<file path="config.mk">
export PLATFORM = sky130hd
export DESIGN_NAME = bt656_line_unpacker
export DESIGN_NICKNAME = d
export VERILOG_FILES = /design/src/rtl/bt656_pkg.sv /design/src/rtl/bt656_trs_detect.sv /design/src/rtl/bt656_line_unpacker.sv
export SDC_FILE = /design/constraint.sdc
export NUM_CORES = 1
export LEC_CHECK = 0
export ABC_AREA = 1
export CELL_PAD_IN_SITES_DETAIL_PLACEMENT = 0
export CELL_PAD_IN_SITES_GLOBAL_PLACEMENT = 1
export CORE_ASPECT_RATIO = 2
export CORE_UTILIZATION = 35
export DETAILED_ROUTE_END_ITERATION = 7
export PLACE_DENSITY_LB_ADDON = 0.12
export RECOVER_POWER = 25
export SYNTH_ARGS = -nofsm -noshare
export SYNTH_HDL_FRONTEND = slang
export SYNTH_HIERARCHICAL = 1
export SYNTH_SLANG_ARGS = --single-unit
</file>
<file path="constraint.sdc">
create_clock -name clk -period 1.6 [get_ports clk]
set_clock_uncertainty 0.1 [all_clocks]
set_input_delay 0.16 -clock clk [delete_from_list [all_inputs] [get_ports clk]]
set_output_delay 0.16 -clock clk [all_outputs]
set_load 0.01 [all_outputs]
</file>
<file path="src/rtl/bt656_pkg.sv">
// Shared types and constants for the BT.656 line unpacker: preamble FSM states,
// TRS byte values, XY bit positions and the decoded timing-code struct.
package bt656_pkg;

    typedef enum logic [1:0] {
        S_DATA = 2'd0,
        S_P1   = 2'd1,
        S_P2   = 2'd2,
        S_P3   = 2'd3
    } trs_state_t;

    localparam logic [7:0] TRS_FF = 8'hFF;
    localparam logic [7:0] TRS_00 = 8'h00;

    localparam int XY_BIT_ONE = 7;
    localparam int XY_BIT_F   = 6;
    localparam int XY_BIT_V   = 5;
    localparam int XY_BIT_H   = 4;

    typedef struct packed {
        logic f;
        logic v;
        logic h;
        logic valid;
    } trs_t;

    function automatic trs_t xy_decode(input logic [7:0] xy);
        trs_t t;
        t.f     = xy[XY_BIT_F];
        t.v     = xy[XY_BIT_V];
        t.h     = xy[XY_BIT_H];
        t.valid = xy[XY_BIT_ONE];
        return t;
    endfunction

    // Hamming-style protection bits P3..P0 carried in the low nibble of XY.
    function automatic logic xy_prot_ok(input logic [7:0] xy);
        logic f, v, h;
        f = xy[XY_BIT_F];
        v = xy[XY_BIT_V];
        h = xy[XY_BIT_H];
        return (xy[3] == (v ^ h)) && (xy[2] == (f ^ h)) &&
               (xy[1] == (f ^ v)) && (xy[0] == (f ^ v ^ h));
    endfunction

endpackage

</file>
<file path="src/rtl/bt656_trs_detect.sv">
// Preamble (FF 00 00) detector and XY decoder. Optional protection-bit check and
// error counter are built when BT656_PROT_CHECK_EN is defined.
//
// state  | meaning
// S_DATA | ordinary data bytes; FF starts a preamble
// S_P1   | FF seen
// S_P2   | FF 00 seen
// S_P3   | FF 00 00 seen; current byte is XY
module bt656_trs_detect
    import bt656_pkg::*;
(
    input  logic       clk,
    input  logic       reset,
    input  logic [7:0] i_bt_data,
    input  logic       i_bt_valid,
    output logic       o_trs_strobe,
    output trs_t       o_trs,
    output logic       o_data_byte
`ifdef BT656_PROT_CHECK_EN
    ,
    output logic [7:0] o_prot_err_cnt
`endif
);

    trs_state_t r_state;
    trs_t       w_dec;
    logic       w_xy_cycle;
    logic       w_accept;

    assign w_dec      = xy_decode(i_bt_data);
    assign w_xy_cycle = i_bt_valid && (r_state == S_P3);

`ifdef BT656_PROT_CHECK_EN
    logic [7:0] r_prot_err_cnt;

    assign w_accept       = w_dec.valid && xy_prot_ok(i_bt_data);
    assign o_prot_err_cnt = r_prot_err_cnt;

    always_ff @(posedge clk) begin
        if (reset) begin
            r_prot_err_cnt <= 8'd0;
        end else if (w_xy_cycle && w_dec.valid && !xy_prot_ok(i_bt_data)
                     && (r_prot_err_cnt != 8'hFF)) begin
            r_prot_err_cnt <= r_prot_err_cnt + 8'd1;
        end
    end
`else
    assign w_accept = w_dec.valid;
`endif

    assign o_trs_strobe = w_xy_cycle && w_accept;
    assign o_trs        = w_dec;
    assign o_data_byte  = i_bt_valid && (r_state == S_DATA) && (i_bt_data != TRS_FF);

    always_ff @(posedge clk) begin
        if (reset) begin
            r_state <= S_DATA;
        end else if (i_bt_valid) begin
            case (r_state)
                S_DATA: if (i_bt_data == TRS_FF) r_state <= S_P1;
                S_P1: begin
                    if (i_bt_data == TRS_00)      r_state <= S_P2;
                    else if (i_bt_data == TRS_FF) r_state <= S_P1;
                    else                          r_state <= S_DATA;
                end
                S_P2: begin
                    if (i_bt_data == TRS_00)      r_state <= S_P3;
                    else if (i_bt_data == TRS_FF) r_state <= S_P1;
                    else                          r_state <= S_DATA;
                end
                S_P3:    r_state <= S_DATA;
                default: r_state <= S_DATA;
            endcase
        end
    end

endmodule

</file>
<file path="src/rtl/bt656_line_unpacker.sv">
// BT.656 byte stream to cropped {Y,C} pixel words with field/frame tracking.
// Define BT656_PROT_CHECK_EN to enable XY protection checking and prot_err_cnt.
module bt656_line_unpacker
    import bt656_pkg::*;
#(
    parameter int ACTIVE_PIX = 720,
    parameter int CROP_START = 40,
    parameter int OUT_PIX    = 640,
    parameter int LINE_W     = 10
) (
    input  logic              clk,
    input  logic              reset,
    input  logic [7:0]        bt_data,
    input  logic              bt_valid,
    input  logic              pix_full,
    output logic [15:0]       pix_data,
    output logic              pix_wr,
    output logic              field,
    output logic              frame_done,
    output logic              buffer_select,
    output logic [LINE_W-1:0] line_cnt,
    output logic              locked,
    output logic              overflow
`ifdef BT656_PROT_CHECK_EN
    ,
    output logic [7:0]        prot_err_cnt
`endif
);

    localparam int BYTE_MAX = 2 * ACTIVE_PIX;
    localparam int BC_W     = $clog2(BYTE_MAX + 1);
    localparam logic [BC_W-1:0] BC_SAT  = BC_W'(BYTE_MAX);
    localparam logic [BC_W-1:0] CROP_LO = BC_W'(CROP_START);
    localparam logic [BC_W-1:0] CROP_HI = BC_W'(CROP_START + OUT_PIX);

    logic              w_trs_strobe;
    trs_t              w_trs;
    logic              w_data_byte;
    logic              w_trs_ev;
    logic [BC_W-1:0]   w_pix_idx;
    logic              w_in_crop;

    logic [BC_W-1:0]   r_byte_cnt;
    logic              r_in_line;
    logic              r_prev_v;
    logic [7:0]        r_c;
    logic [15:0]       r_pix_data;
    logic              r_pix_wr;
    logic              r_field;
    logic              r_frame_done;
    logic              r_buffer_select;
    logic [LINE_W-1:0] r_line_cnt;
    logic              r_locked;
    logic              r_overflow;

    bt656_trs_detect u_trs_detect (
        .clk          (clk),
        .reset        (reset),
        .i_bt_data    (bt_data),
        .i_bt_valid   (bt_valid),
        .o_trs_strobe (w_trs_strobe),
        .o_trs        (w_trs),
        .o_data_byte  (w_data_byte)
`ifdef BT656_PROT_CHECK_EN
        ,
        .o_prot_err_cnt (prot_err_cnt)
`endif
    );

    assign w_trs_ev  = w_trs_strobe && w_trs.valid;
    assign w_pix_idx = r_byte_cnt >> 1;
    assign w_in_crop = (w_pix_idx >= CROP_LO) && (w_pix_idx < CROP_HI);

    always_ff @(posedge clk) begin
        if (reset) begin
            r_byte_cnt      <= '0;
            r_in_line       <= 1'b0;
            r_prev_v        <= 1'b0;
            r_c             <= 8'd0;
            r_pix_data      <= 16'd0;
            r_pix_wr        <= 1'b0;
            r_field         <= 1'b0;
            r_frame_done    <= 1'b0;
            r_buffer_select <= 1'b0;
            r_line_cnt      <= '0;
            r_locked        <= 1'b0;
            r_overflow      <= 1'b0;
        end else begin
            r_pix_wr     <= 1'b0;
            r_frame_done <= 1'b0;
            if (w_trs_ev) begin
                r_field  <= w_trs.f;
                r_prev_v <= w_trs.v;
                if (!w_trs.h) begin
                    if (!w_trs.v) begin
                        r_byte_cnt <= '0;
                        r_in_line  <= 1'b1;
                        r_locked   <= 1'b1;
                    end else begin
                        r_in_line <= 1'b0;
                    end
                end else begin
                    r_in_line <= 1'b0;
                    // End-of-field clear takes priority over counting the closing line.
                    if (w_trs.v && !r_prev_v) begin
                        r_line_cnt <= '0;
                        if (w_trs.f) begin
                            r_frame_done    <= 1'b1;
                            r_buffer_select <= ~r_buffer_select;
                        end
                    end else if (r_in_line) begin
                        r_line_cnt <= r_line_cnt + LINE_W'(1);
                    end
                end
            end else if (w_data_byte && r_in_line && (r_byte_cnt != BC_SAT)) begin
                r_byte_cnt <= r_byte_cnt + BC_W'(1);
                if (!r_byte_cnt[0]) begin
                    r_c <= bt_data;
                end else if (w_in_crop) begin
                    if (pix_full) begin
                        r_overflow <= 1'b1;
                    end else begin
                        r_pix_wr   <= 1'b1;
                        r_pix_data <= {bt_data, r_c};
                    end
                end
            end
        end
    end

    assign pix_data      = r_pix_data;
    assign pix_wr        = r_pix_wr;
    assign field         = r_field;
    assign frame_done    = r_frame_done;
    assign buffer_select = r_buffer_select;
    assign line_cnt      = r_line_cnt;
    assign locked        = r_locked;
    assign overflow      = r_overflow;

endmodule

</file>
# --- After elaboration in Yosys (flattened, before gate mapping) ---
# Index checks and enable logic that the tools add are counted.
# Widths: inputs -> output; s select.
classes:
  add_sub_neg: 2
  n_lt_le_gt_ge: 2
  muxes: 15
  eq_ne: 9
  reduce_logical: 24
  bitwise: 9
op_table:
  columns: ["operator", "n"]
  rows:
  - ["$mux 11", 4]
  - ["$mux 10", 2]
  - ["$reduce_and 3->1", 4]
  - ["$add 11x1->11 const B", 1]
  - ["$ne 11x11->1 const B", 1]
  - ["$add 10x1->10 const B", 1]
  - ["$ge 10x6->1 const B", 1]
  - ["$lt 10x10->1 const B", 1]
  - ["$reduce_and 5->1", 2]
  - ["$logic_and 1x1->1", 9]
  - ["$not 1->1", 9]
  - ["$eq 8x8->1 const B", 1]
  - ["$logic_not 8->1", 1]
  - ["$ne 8x8->1 const B", 1]
  - ["$pmux 2 s4", 1]
  - ["$mux 2", 3]
  - ["$ne 2x2->1 const B", 3]
  - ["$mux 1", 5]
  - ["$reduce_or 5->1", 1]
  - ["$eq 2x2->1 const B", 2]
  - ["$reduce_and 4->1", 1]
  - ["$reduce_bool 2->1", 2]
  - ["$reduce_or 4->1", 1]
  - ["$eq 2x1->1 const B", 1]
  - ["other kinds (3)", 3]
word_totals:
  register_bits: 55
  output_inout_bits: 32
  word_cells: 74

# --- Logic depth before layout (Yosys ltp) ---
logic_depth:
  word_depth: 7
  depth_mapped: 14
  ltp_nobuf: 13

# --- By module ---
# Netlist, hierarchy kept.
modules_own_cells:
  columns: ["module", "area_per_inst_um2", "instances", "seq_area_each_um2", "cells_each"]
  rows:
  - ["bt656_line_unpacker", 2766.4, 1, 1061.0, 385]
  - ["bt656_trs_detect", 203.9, 1, 40.0, 37]

# --- Least setup slack after synthesis ---
# OpenSTA, ideal clock, no wires.
synth_timing:
  path_kind: "register to register"
  start: "register r_byte_cnt[0]"
  end: "register r_pix_data[6] (netlist: pix_data[6])"
  arrival_ps: 1531
  setup_time_ps: 112
  n_path_buf: 1
  stages_incl_launch_ff: 12
  slack_ps: -143
  path_cell_list: "dfxtp_1 inv_2 ha_1 nand2_1 nor2_1 nand3_2 nand2_4 nor2_4 buf_12 nand3_2 nand2_2 nor2_2"
synth_between:
  elab_chain_cells: 3
synth_rtl:
  columns: ["item", "line_no", "source"]
  rows:
  - ["start: declaration", "bt656_line_unpacker.sv:43", "logic [BC_W-1:0] r_byte_cnt;"]
  - ["start signal: assignment", "bt656_line_unpacker.sv:116", "r_byte_cnt <= r_byte_cnt + BC_W'(1);"]
  - ["$ne 11x11->1", "bt656_line_unpacker.sv:115", "end else if (w_data_byte && r_in_line && (r_byte_cnt != BC_SAT)) begin"]
  - ["$logic_and 1x1->1", "bt656_line_unpacker.sv:115", null]
  - ["$reduce_and 5->1 (no source line) (*)", null, null]
  - ["end signal: assignment", "bt656_line_unpacker.sv:124", "r_pix_data <= {bt_data, r_c};"]
  - ["end: declaration", "bt656_line_unpacker.sv:47", "logic [15:0] r_pix_data;"]
# Mark *: on every way between the ends. The rest lies on a longest branch, timed or not.
# A chain may end at the register's enable or synchronous reset.

# --- Worst setup path in the final report ---
layout_timing:
  start: "register u_trs_detect.r_state[0]"
  end: "register r_pix_data[13] (netlist: pix_data[13])"
layout_between:
  elab_chain_cells: 6
  word_cells_on_any_way: 11
  classes_between: "eq/ne: 1; bitwise: 1; reduce/logical: 9"
layout_rtl:
  columns: ["item", "line_no", "source"]
  rows:
  - ["start: declaration", "bt656_trs_detect.sv:25", "trs_state_t r_state;"]
  - ["start signal: assignment", "bt656_trs_detect.sv:57", "r_state <= S_DATA;"]
  - ["start signal: assignment", "bt656_trs_detect.sv:60", "S_DATA: if (i_bt_data == TRS_FF) r_state <= S_P1;"]
  - ["start signal: assignment", "bt656_trs_detect.sv:62", "if (i_bt_data == TRS_00) r_state <= S_P2;"]
  - ["$logic_not 2->1", "bt656_trs_detect.sv:53", "assign o_data_byte = i_bt_valid && (r_state == S_DATA) && (i_bt_data != TRS_FF);"]
  - ["$logic_and 1x1->1 (2 in series)", "bt656_trs_detect.sv:53", null]
  - ["net w_data_byte", "bt656_line_unpacker.sv:38", "logic w_data_byte;"]
  - ["$logic_and 1x1->1 (2 in series)", "bt656_line_unpacker.sv:115", null]
  - ["$reduce_and 5->1 (no source line)", null, null]
# The timed path passes the listed nets, and every way through them passes these cells.

==> impl_metrics.csv <==
group,metric,value,unit
sta,finalMaxSlewViolations,0,
logic_synthesis,async_s_r_ff_share_synth,0,%
logic_synthesis,count_of_distinct_cell_types_in_the_synthesized_netlist,33,
route,detailroute.via_count,2800,
clock_tree,postCtsHoldBufs,0,
route,drt_drc_violations_left,0,
sta,timing.hold.ws,0.155,ns
logic_synthesis,fraction_of_post_synthesis_cell_area_in_the_top_cell_type_by_area,37.1,%
setup_path,cp-start-kind,"flop",
sta,final_hold_viol_count,0,
placement,place_ws,-0.397,ns
clock_tree,clk_pin_slew,0.07,ns
route,avgRoutedWirePerCell,12.8,um
clock_tree,tritoncts_clock_tree,"done",
placement,dp_hpwl,6020,um
global_route,grt-ovfl-total,0,
global_route,initial_antenna_violation_count,0,
route,drt-total-wl,7740,um
logic_synthesis,synth.cell_area,0.00297,sq mm
final_layout,drive_gt1_share,28.9,%
setup_path,critical_path.reg2reg.startpoint,"u_trs_detect/r_state[0]",
floorplan,core_area,0.00823,sq mm
sta,worst_setup_margin,-0.0527,ns
logic_synthesis,syn_avg_cell_area,7.04,sq um
global_route,globalRouteTotalUtil,18.9,%
final_layout,fin_nets,522,
clock_tree,htreeDepth,2,
setup_path,timing.rr.end,"pix_data[13]",
setup_path,critical_path_class,"flop to flop",
route,drt_first_pass_iters,4,
logic_synthesis,synth-seq-cells,55,
placement,globalplace.congestion,0.810,
logic_synthesis,yosysSeqAreaShare,37.1,%
global_route,maximum_number_of_pins_on_one_net_before_global_route_repair,25,
final_layout,num-fill-cells,883,
clock_tree,clkLatencyLatePin,0.30,ns
clock_tree,clock-sinks,55,
floorplan,start_util,36.1,%
final_layout,area_used_by_multi_input_combinational_logic,0.00160,sq mm
sta,fmax,0.605,GHz
min_path,worstHoldPathType,"input port to flop",
final_layout,syn2layout_area_growth,38.1,%
logic_synthesis,synth_top_cell_by_area,"sky130_fd_sc_hd__dfxtp_1",
floorplan,die-height,132,um
route,dr.first_iter.drc_count,97,
run,drv_cap,0,
global_route,wire_length_of_the_first_global_routing_pass,12700,um
floorplan,placement_rows,47,
sta,slew-limit-headroom,70.8,%
clock_tree,cts_inserted_buffers,5,
setup_path,cp-startpoint,"u_trs_detect/r_state[0]",
power_and_ir_drop,leakage,1.76,nW
logic_synthesis,synth_fp_nets,437,
sta,layout_min_cycle_time,1.65,ns
clock_tree,cts-root-buf,"sky130_fd_sc_hd__clkbuf_16",
clock_tree,clock_path_buffers,2,
setup_path,worst_case_register_to_register_setup_slack,-0.05,ns
sta,timing.final.setup_violations,24,
sta,worst-slew-pin-transition,0.438,ns
status,failed_checks,"negative setup slack",
setup_path,path_max_fanout,8,
floorplan,ios,44,
logic_synthesis,synth_warnings,6,
placement,buffer_ports.inserted,43,
logic_synthesis,synthCells,422,
setup_path,endpoint_of_the_worst_setup_timing_path,"pix_data[13]",
sta,rsz0062_at_grt,"yes",
power_and_ir_drop,vdd_ir_drop_max,605,uV
setup_path,timing.critical_path.to_type,"flop",
final_layout,num_antenna_cells,0,
setup_path,number_of_cells_on_the_worst_reg_to_reg_path,11,
status,outcome,"finished with violations",
route,final_antenna_net_count,0,
final_layout,seq_cell_area,0.00111,sq mm
sta,timing.final.crit_share,103,%
setup_path,crit_required,1.70,ns
setup_path,cp_data_arrival_time,1.76,ns
power_and_ir_drop,pwr_density_cell,701,mW/mm^2
route,vias_per_cell,4.62,
floorplan,dieArea,0.00888,sq mm
logic_synthesis,count_of_flip_flops_with_a_built_in_enable_after_synthesis,0,
floorplan,width_of_the_chip,67.1,um
global_route,first_global_vias,2770,
logic_synthesis,synth_top_cells_by_area,"sky130_fd_sc_hd__dfxtp_1 (37%), sky130_fd_sc_hd__nand2_1 (10%), sky130_fd_sc_hd__nor2_1 (10%), sky130_fd_sc_hd__inv_1 (6.1%), sky130_fd_sc_hd__nor2_2 (4.8%)",
logic_synthesis,ys.flop_type,"sky130_fd_sc_hd__dfxtp_1",
[flip-flops by register name, summed over array words and instances (netlist names)]
register	flops
pix_data	16
r_byte_cnt	11
line_cnt	10
r_c	8
u_trs_detect/r_state	2
buffer_select	1
field	1
frame_done	1
locked	1
overflow	1
pix_wr	1
r_in_line	1
r_prev_v	1
[cells by family after synthesis]
| kind of cell | synth area share [%] |
|---|---|
| simple gates | 41.9 |
| buf+inv | 10.7 |
| flops | 37.1 |
| compound gates | 7.84 |
| xor+xnor | 1.18 |
| fa+ha+maj | 1.26 |
[through the flow]
step | power, mW | area, sq um | TNS, ns | instances | utilization, %
CTS | 2.91 | 4030 | -0.596 | 604 | 48.9
global placement | 1.55 | 3770 | -14.31 | 593 | 45.8
finish | 2.88 | 4100 | -0.601 | 606 | 49.8
global route | 2.99 | 4100 | -5.01 | 606 | 49.8
detailed placement | 1.55 | 3770 | -15.50 | 593 | 45.8
floorplan | 1.47 | 2980 | -0.000866 | 422 | -
[power breakdown]
part	internal, mW	leakage (nW)	switching (mW)
logic	0.0670	1.22	0.0831
clock network	0.836	0.0893	0.519
registers	1.37	0.446	0.00258
[final cells by class]
type                    count  area share [%]
multi-input cells         299            39.1
flip-flops and latches     55            27.1
clock buffers               7            3.75
inverters                  56            5.25
well taps                  98            2.99
clock inverters             1           0.732
repair buffers             90            21.1
[how the worst min path moves through the flow]
stage,start,to,depth (start not counted)
finish,bt_data[2],r_c[2],4
global route,bt_data[2],r_c[2],4
CTS,overflow,overflow,2
detailed placement,r_prev_v,r_prev_v,2
global placement,r_prev_v,r_prev_v,2
floorplan,reset,u_trs_detect/r_state[1],1
[cell usage in the layout (no fill, tap or decap)]
| master | Yosys | routed |
|---|---|---|
| sky130_fd_sc_hd__inv_4 | 0 | 2 |
| sky130_fd_sc_hd__nor3_2 | 1 | 2 |
| sky130_fd_sc_hd__nor2_4 | 5 | 7 |
| sky130_fd_sc_hd__nor2_8 | 1 | 1 |
| sky130_fd_sc_hd__clkbuf_16 | 0 | 7 |
| sky130_fd_sc_hd__nand3_2 | 14 | 14 |
| sky130_fd_sc_hd__bufinv_16 | 0 | 1 |
| sky130_fd_sc_hd__buf_6 | 2 | 2 |
| sky130_fd_sc_hd__nor2_1 | 80 | 73 |
| sky130_fd_sc_hd__nand2_2 | 8 | 13 |
| sky130_fd_sc_hd__dfxtp_4 | 0 | 1 |
| sky130_fd_sc_hd__a21oi_1 | 20 | 20 |
| sky130_fd_sc_hd__a31o_2 | 1 | 1 |
| sky130_fd_sc_hd__nor3_1 | 2 | 1 |
| sky130_fd_sc_hd__o21ai_0 | 11 | 6 |
| sky130_fd_sc_hd__xnor2_1 | 1 | 1 |
| sky130_fd_sc_hd__clkdlybuf4s50_1 | 0 | 34 |
| sky130_fd_sc_hd__nand2_1 | 83 | 78 |
| sky130_fd_sc_hd__nand3_1 | 24 | 24 |
| sky130_fd_sc_hd__o21ai_1 | 2 | 6 |
| sky130_fd_sc_hd__inv_1 | 48 | 47 |
| sky130_fd_sc_hd__nor2_2 | 23 | 28 |
| sky130_fd_sc_hd__a211oi_1 | 1 | 1 |
| sky130_fd_sc_hd__inv_2 | 8 | 7 |
| sky130_fd_sc_hd__clkbuf_1 | 2 | 1 |
| sky130_fd_sc_hd__o21ai_2 | 2 | 3 |
| sky130_fd_sc_hd__nand2_4 | 3 | 3 |
| sky130_fd_sc_hd__ha_1 | 3 | 1 |
| sky130_fd_sc_hd__dlymetal6s2s_1 | 0 | 8 |
| sky130_fd_sc_hd__clkdlybuf4s25_1 | 0 | 1 |
| sky130_fd_sc_hd__ha_2 | 0 | 2 |
| sky130_fd_sc_hd__dfxtp_2 | 0 | 5 |
| sky130_fd_sc_hd__buf_12 | 2 | 3 |
| sky130_fd_sc_hd__nand3b_2 | 1 | 1 |
| sky130_fd_sc_hd__xor2_1 | 3 | 3 |
| sky130_fd_sc_hd__o21bai_1 | 1 | 1 |
| sky130_fd_sc_hd__nand4_1 | 6 | 6 |
| sky130_fd_sc_hd__a21oi_2 | 3 | 3 |
| sky130_fd_sc_hd__buf_4 | 4 | 41 |
| sky130_fd_sc_hd__dfxtp_1 | 55 | 49 |
[metal layers]
metal | vias up | part of all wire [%] | track usage (%)
met5 | - | 0 | 0
met4 | 0 | 2.4 | 7.45
met3 | 12 | 1.9 | 2.77
met2 | 39 | 59 | 37.3
met1 | 1276 | 36 | 17.9
li1 | 1473 | - | -
[synth_stat cells (2+ instances only)]
library cell               number
sky130_fd_sc_hd__nor2_4         5
sky130_fd_sc_hd__buf_12         2
sky130_fd_sc_hd__buf_6          2
sky130_fd_sc_hd__clkbuf_1       2
sky130_fd_sc_hd__o21ai_2        2
sky130_fd_sc_hd__nand3_2       14
sky130_fd_sc_hd__nand2_1       83
sky130_fd_sc_hd__nand3_1       24
sky130_fd_sc_hd__buf_4          4
sky130_fd_sc_hd__inv_1         48
sky130_fd_sc_hd__o21ai_1        2
sky130_fd_sc_hd__o21ai_0       11
sky130_fd_sc_hd__nor3_1         2
sky130_fd_sc_hd__nand2_4        3
sky130_fd_sc_hd__nand2_2        8
sky130_fd_sc_hd__a21oi_2        3
sky130_fd_sc_hd__inv_2          8
sky130_fd_sc_hd__a21oi_1       20
sky130_fd_sc_hd__ha_1           3
sky130_fd_sc_hd__nand4_1        6
sky130_fd_sc_hd__nor2_2        23
sky130_fd_sc_hd__dfxtp_1       55
sky130_fd_sc_hd__nor2_1        80
sky130_fd_sc_hd__xor2_1         3
[critical path, stage by stage, from the launching register on]
cell	delay, ns
sky130_fd_sc_hd__dfxtp_2	0.35
sky130_fd_sc_hd__nor2_4	0.11
sky130_fd_sc_hd__nand2_2	0.06
sky130_fd_sc_hd__nor2_1	0.10
sky130_fd_sc_hd__inv_1	0.07
sky130_fd_sc_hd__nor2_4	0.14
sky130_fd_sc_hd__nand2_4	0.11
sky130_fd_sc_hd__nor2_4	0.16
sky130_fd_sc_hd__clkbuf_16	0.19
sky130_fd_sc_hd__nand3_2	0.06
sky130_fd_sc_hd__nand2_1	0.08
sky130_fd_sc_hd__nor2_2	0.03
[repair_timing]
item                       in CTS  in global routing
buffers inserted                3                  1
setup endpoints to repair      41                 49
pin swaps                       9                  9
gates resized for setup        18                 20
cloned                          0                  1
Note: power is estimated with default switching activity, not from simulation.
